<file path="src/rtl/xcvr245_pkg.sv">
// Shared types and constants for the 74HCT245 transceiver controller.
package xcvr245_pkg;

  typedef enum logic [2:0] {
    S_IDLE,
    S_SETUP,
    S_SETTLE,
    S_OWN,
    S_DRAIN
  } xcvr_state_t;

  typedef enum logic {
    OWN_AB,
    OWN_BA
  } owner_t;

  localparam logic DIR_AB = 1'b1;
  localparam logic DIR_BA = 1'b0;

  // Round-robin pick: on a tie the side that did not own last wins.
  function automatic owner_t arb_pick(input logic ab, input logic ba, input owner_t last);
    if (ab && ba) return (last == OWN_AB) ? OWN_BA : OWN_AB;
    else if (ab)  return OWN_AB;
    else          return OWN_BA;
  endfunction

endpackage

</file>
<file path="src/rtl/xcvr245_dwell_timer.sv">
// Loadable saturating down-counter; done is high once the count reaches zero.
module dwell_timer #(
  parameter int W = 2
) (
  input  logic         clk,
  input  logic         rst,
  input  logic         load_i,
  input  logic [W-1:0] val_i,
  output logic         done_o
);

  logic [W-1:0] cnt_q;

  // Load on request, otherwise count down and hold at zero.
  always_ff @(posedge clk or posedge rst) begin
    if (rst) begin
      cnt_q <= '0;
    end else if (load_i) begin
      cnt_q <= val_i;
    end else if (cnt_q != '0) begin
      cnt_q <= cnt_q - W'(1);
    end
  end

  assign done_o = (cnt_q == '0);

endmodule

</file>
<file path="src/rtl/xcvr245_ctrl.sv">
// Sequences dir/nOE of one shared octal transceiver between an A->B and a
// B->A requester, with dead time around every direction change and an
// enable-settling wait before each grant.
module xcvr245_ctrl
  import xcvr245_pkg::*;
#(
  parameter int TURN_CYCLES   = 2,
  parameter int SETTLE_CYCLES = 2,
  parameter int MAX_HOLD      = 0
) (
  input  logic clk,
  input  logic rst,
  input  logic req_ab,
  input  logic req_ba,
  output logic dir,
  output logic nOE,
  output logic gnt_ab,
  output logic gnt_ba,
  output logic busy
);

  localparam int TMAX = (TURN_CYCLES > SETTLE_CYCLES) ? TURN_CYCLES : SETTLE_CYCLES;
  localparam int TW   = $clog2(TMAX + 1);
  localparam int HW   = (MAX_HOLD > 0) ? $clog2(MAX_HOLD + 1) : 1;

  // A dwell of N cycles is loaded as N-1 so done fires on the Nth edge.
  localparam logic [TW-1:0] TURN_LD   = TW'(TURN_CYCLES - 1);
  localparam logic [TW-1:0] SETTLE_LD = TW'(SETTLE_CYCLES - 1);
  localparam logic [HW-1:0] HOLD_LAST = HW'((MAX_HOLD > 0) ? MAX_HOLD - 1 : 0);

  xcvr_state_t   state_q, state_d;
  owner_t        cur_q, cur_d, last_q, last_d;
  logic [HW-1:0] hold_q, hold_d;
  logic          dir_q, dir_d, noe_q, noe_d;
  logic          gab_q, gab_d, gba_q, gba_d, busy_q, busy_d;
  logic          tmr_load;
  logic [TW-1:0] tmr_val;
  logic          tmr_done;
  owner_t        win;
  logic          cur_req, oth_req;

  dwell_timer #(.W(TW)) u_dwell (
    .clk    (clk),
    .rst    (rst),
    .load_i (tmr_load),
    .val_i  (tmr_val),
    .done_o (tmr_done)
  );

  assign win     = arb_pick(req_ab, req_ba, last_q);
  assign cur_req = (cur_q == OWN_AB) ? req_ab : req_ba;
  assign oth_req = (cur_q == OWN_AB) ? req_ba : req_ab;

  // Next-state and next-output decode; outputs follow the next state so they are registered.
  always_comb begin
    state_d  = state_q;
    cur_d    = cur_q;
    last_d   = last_q;
    hold_d   = hold_q;
    dir_d    = dir_q;
    tmr_load = 1'b0;
    tmr_val  = TURN_LD;
    unique case (state_q)
      S_IDLE, S_DRAIN: begin
        // DRAIN hands straight to a pending request so there is no idle bubble.
        if (state_q == S_IDLE || tmr_done) begin
          if (req_ab || req_ba) begin
            state_d  = S_SETUP;
            cur_d    = win;
            dir_d    = (win == OWN_AB) ? DIR_AB : DIR_BA;
            tmr_load = 1'b1;
            tmr_val  = TURN_LD;
          end else begin
            state_d = S_IDLE;
          end
        end
      end
      S_SETUP, S_SETTLE: begin
        if (!cur_req) begin
          state_d  = S_DRAIN;
          tmr_load = 1'b1;
          tmr_val  = TURN_LD;
        end else if (tmr_done && state_q == S_SETUP) begin
          state_d  = S_SETTLE;
          tmr_load = 1'b1;
          tmr_val  = SETTLE_LD;
        end else if (tmr_done) begin
          state_d = S_OWN;
          last_d  = cur_q;
          hold_d  = '0;
        end
      end
      S_OWN: begin
        if (!cur_req) begin
          state_d  = S_DRAIN;
          tmr_load = 1'b1;
        end else if (MAX_HOLD > 0 && oth_req) begin
          hold_d = hold_q + HW'(1);
          if (hold_q == HOLD_LAST) begin
            state_d  = S_DRAIN;
            tmr_load = 1'b1;
          end
        end
      end
      default: state_d = S_IDLE;
    endcase
    noe_d  = !(state_d == S_SETTLE || state_d == S_OWN);
    gab_d  = (state_d == S_OWN) && (cur_d == OWN_AB);
    gba_d  = (state_d == S_OWN) && (cur_d == OWN_BA);
    busy_d = (state_d != S_IDLE);
  end

  // State and registered pin drivers; reset parks the transceiver disabled, A->B.
  always_ff @(posedge clk or posedge rst) begin
    if (rst) begin
      state_q <= S_IDLE;
      cur_q   <= OWN_BA;
      last_q  <= OWN_BA;
      hold_q  <= '0;
      dir_q   <= DIR_AB;
      noe_q   <= 1'b1;
      gab_q   <= 1'b0;
      gba_q   <= 1'b0;
      busy_q  <= 1'b0;
    end else begin
      state_q <= state_d;
      cur_q   <= cur_d;
      last_q  <= last_d;
      hold_q  <= hold_d;
      dir_q   <= dir_d;
      noe_q   <= noe_d;
      gab_q   <= gab_d;
      gba_q   <= gba_d;
      busy_q  <= busy_d;
    end
  end

  assign dir    = dir_q;
  assign nOE    = noe_q;
  assign gnt_ab = gab_q;
  assign gnt_ba = gba_q;
  assign busy   = busy_q;

endmodule
</file>
<file path="config.mk">
export PLATFORM = sky130hd
export DESIGN_NAME = xcvr245_ctrl
export DESIGN_NICKNAME = d
export VERILOG_FILES = /design/src/rtl/xcvr245_pkg.sv /design/src/rtl/xcvr245_dwell_timer.sv /design/src/rtl/xcvr245_ctrl.sv
export SDC_FILE = /design/constraint.sdc
export NUM_CORES = 1
export LEC_CHECK = 0
export CORE_AREA = 2 2 39 41
export CTS_BUF_LIST = sky130_fd_sc_hd__clkbuf_2 sky130_fd_sc_hd__clkbuf_4 sky130_fd_sc_hd__clkbuf_8
export DETAILED_ROUTE_END_ITERATION = 12
export DIE_AREA = 0 0 41 43
export GPL_ROUTABILITY_DRIVEN = 0
export GPL_TIMING_DRIVEN = 0
export PLACE_DENSITY = 0.68
export REMOVE_ABC_BUFFERS = 1
export SYNTH_ARGS = -nofsm -noshare
export SYNTH_HDL_FRONTEND = slang
export SYNTH_SLANG_ARGS = --single-unit
</file>
<file path="constraint.sdc">
create_clock -name clk -period 2.3 [get_ports clk]
set_input_delay 0.69 -clock clk [delete_from_list [all_inputs] [get_ports clk]]
set_output_delay 0.69 -clock clk [all_outputs]
set_load 0.005 [all_outputs]
</file>
; Word level (Yosys, flattened, before mapping)
; Index checks and enable logic that the tools add are counted.
[totals]
mem_count = 0
out_inout_bits = 5
wordCells = 58
romBits = 0
latchBits = 0
ramBits = 0
regBits = 12
[classes]
mul = 0
n_lt_le_gt_ge = 0
n_shift = 0
n_div = 0
addsub = 1
n_eq_ne = 6
mux = 23
bitwise_logic = 2
reduce_logical = 17
[op_table]
columns = op, count
row1 = 2-to-1 mux 3 bit, 5
row2 = 2-to-1 mux 1 bit, 14
row3 = "equality test 3 x 2 -> 1 bit, second input constant", 4
row4 = one-hot mux 3 bit (3 select lines), 1
row5 = logical AND 1 bit, 4
row6 = 2-to-1 mux 2 bit, 2
row7 = AND reduction 4 bit, 1
row8 = nonzero test 2 bit, 2
row9 = OR reduction 2 bit, 2
row10 = "equality test 3 x 1 -> 1 bit, second input constant", 1
row11 = "equality test 3 bit, second input constant", 1
row12 = logical NOT 3 bit, 1
row13 = logical OR 1 bit, 3
row14 = one-hot mux 1 bit (3 select lines), 1
row15 = AND reduction 3 bit, 1
row16 = nonzero test 3 bit, 1
row17 = logical NOT 2 bit, 1
row18 = NOT 1 bit, 2
row19 = "subtractor 2 x 1 -> 2 bit, second input constant", 1
row20 = logical NOT 1 bit, 1

; Depth between registers and ports, before layout
[depth]
word_depth = 8
mapped_depth = 6
mapped_depth_nobuf = 5

; Cells and area by module
; A second synthesis with hierarchy kept.
[unflattened]
cells_unflattened = 59
area_unflattened_um2 = 600.6
[by_module_without_submodules]
columns = mod, seq_area_each_um2, cells_per_inst, area_per_inst_um2, instances
row1 = xcvr245_ctrl, 255.2, 46, 473.0, 1
row2 = dwell_timer, 50.0, 13, 127.6, 1

; Worst setup path before layout
; No wires, ideal clock.
[synth_timing]
kind = in2reg
start = input req_ba
end = register u_dwell.cnt_q[1]
arrival_time_ns = 1.302
cell_stages = 3
required_time_ns = 2.174
n_path_buf = 0
slack_ns = 0.872
path_cell_list = mux2i_1 > a21oi_1 > o311a_1
[synth_between]
elab_chain_len = 5
elab_cells_between_ends = 9
cone_classes = mux (7) / reduce/logical (2)
[synth_lines]
columns = item, line
row1 = "start, declared", xcvr245_ctrl.sv:14  ; input logic req_ba,
row2 = logical OR 1 bit, xcvr245_ctrl.sv:67  ; if (req_ab || req_ba) begin
row3 = 2-to-1 mux 1 bit, xcvr245_ctrl.sv:67
row4 = 2-to-1 mux 1 bit, xcvr245_ctrl.sv:66  ; if (state_q == S_IDLE || tmr_done) begin
row5 = one-hot mux 1 bit (3 select lines) (*), xcvr245_ctrl.sv:63  ; unique case (state_q)
row6 = 2-to-1 mux 2 bit / nonzero test 2 bit (equally long branches), n/a
row7 = "end signal, assigned", xcvr245_dwell_timer.sv:19  ; cnt_q <= val_i;
row8 = "end signal, assigned", xcvr245_dwell_timer.sv:21  ; cnt_q <= cnt_q - W'(1);
row9 = "end, declared", xcvr245_dwell_timer.sv:12  ; logic [W-1:0] cnt_q;
; Mark *: on every way between the ends. The rest lies on a longest branch, timed or not.
; A chain may end at the register's enable or synchronous reset.

; Worst setup path in the final report
[layout_timing]
start = register dir_q (netlist: dir)
end = output dir
[layout_lines]
columns = item, line
row1 = "start, declared", xcvr245_ctrl.sv:34  ; logic dir_q, dir_d, noe_q, noe_d;
row2 = "start signal, assigned", xcvr245_ctrl.sv:130  ; dir_q <= dir_d;
row3 = "end, declared", xcvr245_ctrl.sv:15  ; output logic dir,
; No word-level cell between the ends.

==> metrics <==
Max Fclk 500.8 MHz; die width 41 um; worst hold path class reg2reg; outcome complete, no violations; detail-routed via count per cell 5.333; Placed Cells incl. Taps 74; delay-heaviest family, CP flip-flops; Unique masters post-synth 25; CTS Buf Count 3; synthesized flop and latch total 12; Critical Path AT 1.31 ns; Req. time, crit path 1.61 ns; grt ovf 0; Layout Area Growth over Synthesis 21.77%; htree depth 1; fillers 141; vias in the first global route 428; NumNets Final 68; Hold Path End dir; final antenna-violating net count 0; Core Box Area 0.001384 sq mm; hold slack 0.5430 ns; DIE AREA 0.001763 sq mm; Post-Layout Cell Count 78; endpoints failing hold 0; cts hold-fix bufs 0; max-cap viol count 0; IO Port Bufs 8; DP HPWL 777.9 um; Die Y 43 um; critical-path maximum fanout 2; CP max stage delay 0.54 ns; Final period util 86.82%; worst-path cell chain clkdlybuf4s50_1; Largest register FFs 3; clock transition at the registers of the reported paths 0.07 ns; Critical Path Slowest Stage Cell dfstp_2; power per cell area 1277 mW/mm^2; initial antenna violation count 0; Min Clock Period, post-route 1.997 ns; cts repair resizes 0; TNS Setup 0 ns; Reg2Reg Setup Slack 0.75 ns; depth of the worst register-to-register path 5; reg-to-reg startpoint u_dwell.cnt_q[0]; clk_skew 0.0008850 ns; Layout Utilization 51.09%; number of DRC markers in iteration 0 3; # diodes 0; Worst-Margin Slew 0.4077 ns; WL final 1060 um; site row count 14; drt drc 0; worst vdd ir 539.7 uV; drt first pass iters 4; postcts setup bufs 0; GRT Total Usage 15.42%; cell count after synthesis 52; share of layout cells above drive strength 1 19.35%; Clock Tree Buf Depth 2; Syn Std Cell Area 580.6 sq um; first-pass GRT wire length 1780 um; CTS tree yes; Slew HR 72.04%; Mapped Avg Cell Area 11.16 sq um; largest net degree at the start of global routing 13; initial core utilization 41.95%; CTS root buf clkbuf_4; Top Registers state_q: 3 flops, u_dwell.cnt_q: 2 flops; Biggest register state_q; RSZ-0062 raised after global routing false; WL/cell 13.59 um; I/O pins 9; Slew Limit Fails 0; via count 416; CP Class reg2out; post-synthesis sequential area ratio 52.59%; WHS Path Cells 1; Synthesis Warnings 0; Lkg Pwr 0.3161 nW; Buf+Inv Stages, Crit Path 1; worst skew pair latency 0.27 ns; R2R Path End gnt_ab; crit path capture type output port; final setup vio count 0; CP Launch Type flop; min-delay src dir; # clock sinks 12
routing by layer:
layer	global-route usage (%)	vias up	routed length (um)
li1	-	205	-
met1	18.03	200	476
met2	24.06	9	536
met3	3.141	2	35
met4	10.00	0	11
met5	0	-	0
power breakdown:
group	total, mW	internal [mW]	switching, mW
Combinational	0.351	0.177	0.175
Clock	0.166	0.0963	0.0701
Sequential	0.385	0.307	0.0778
Total	0.903	0.580	0.322
synthesized netlist by cell type:
library cell / n / share of area (%)
o2111ai_1: 1 / 1.5
ha_1: 1 / 2.2
nand2b_4: 1 / 2.4
mux2_1: 2 / 3.9
o211ai_1: 2 / 2.6
dfstp_2: 4 / 18
nor2_2: 1 / 1.1
inv_1: 7 / 4.5
o311ai_1: 1 / 1.5
dfrtp_1: 8 / 34
o31ai_1: 2 / 2.6
nand2_1: 4 / 2.6
o21a_1: 1 / 1.3
o21ai_0: 1 / 0.86
buf_2: 2 / 1.7
o311a_1: 1 / 1.7
and3_1: 1 / 1.1
a21oi_1: 3 / 2.6
or3_1: 2 / 2.2
and3b_1: 1 / 1.5
mux2i_1: 2 / 3.4
nor4_2: 1 / 2.2
xor2_1: 1 / 1.5
a31o_2: 1 / 1.5
nand4_1: 1 / 1.1
worst max path at each step:
| stage | startpoint | end | slack, ns | depth (start not counted) |
|---|---|---|---|---|
| floorplan | req_ba | u_dwell.cnt_q[1] | 0.87 | 3 |
| global placement | req_ab | last_q | 0.20 | 4 |
| detailed placement | req_ab | last_q | 0.20 | 4 |
| CTS | dir | dir | 0.30 | 1 |
| global route | dir | dir | 0.27 | 1 |
| finish | dir | dir | 0.30 | 1 |
logic make-up (layout without fill, tap and decap cells):
| kind of cell | Yosys count | in the layout | share of synthesized area, % |
|---|---|---|---|
| AND/OR/NAND/NOR | 12 | 12 | 14.01 |
| multiplexers | 4 | 4 | 7.327 |
| XOR/XNOR | 1 | 1 | 1.509 |
| adder cells (fa/ha/maj) | 1 | 1 | 2.155 |
| AO/OA/AOI/OAI | 13 | 13 | 16.16 |
| buffers and inverters | 9 | 19 | 6.251 |
| flip-flops | 12 | 12 | 52.59 |
cell type report:
class	instances	area, sq um	share of cell area [%]
flip-flops and latches	12	305.3	43.19
multi-input cells	31	239.0	33.81
repair buffers	8	80.08	11.33
clock buffers	4	36.28	5.133
inverters	7	26.28	3.717
well taps	16	20.02	2.832
metrics by stage:
step / setup slack [ns] / instance area (sq um) / total power [mW]
CTS: 0.2991 / 706.9 / 0.9077
finish: 0.3032 / 706.9 / 0.9026
detailed placement: 0.1976 / 670.6 / 0.7417
floorplan: 0.8718 / 570.5 / 0.6193
global placement: 0.1959 / 670.6 / 0.7269
global route: 0.2739 / 706.9 / 0.9730
cell usage in the layout, fill, tap and decap left out:
cell	count
a21oi_1	3
a31o_2	1
and3_1	1
and3b_1	1
clkbuf_4	3
clkbuf_8	1
clkdlybuf4s50_1	8
dfrtp_1	8
dfstp_2	4
ha_1	1
inv_1	7
mux2_1	2
mux2i_1	2
nand2_1	4
nand2b_4	1
nand4_1	1
nor2_2	1
nor4_2	1
o2111ai_1	1
o211ai_1	2
o21a_1	1
o21ai_0	1
o311a_1	1
o311ai_1	1
o31ai_1	2
or3_1	2
xor2_1	1
No activity file was read; power rests on OpenSTA's default activity.
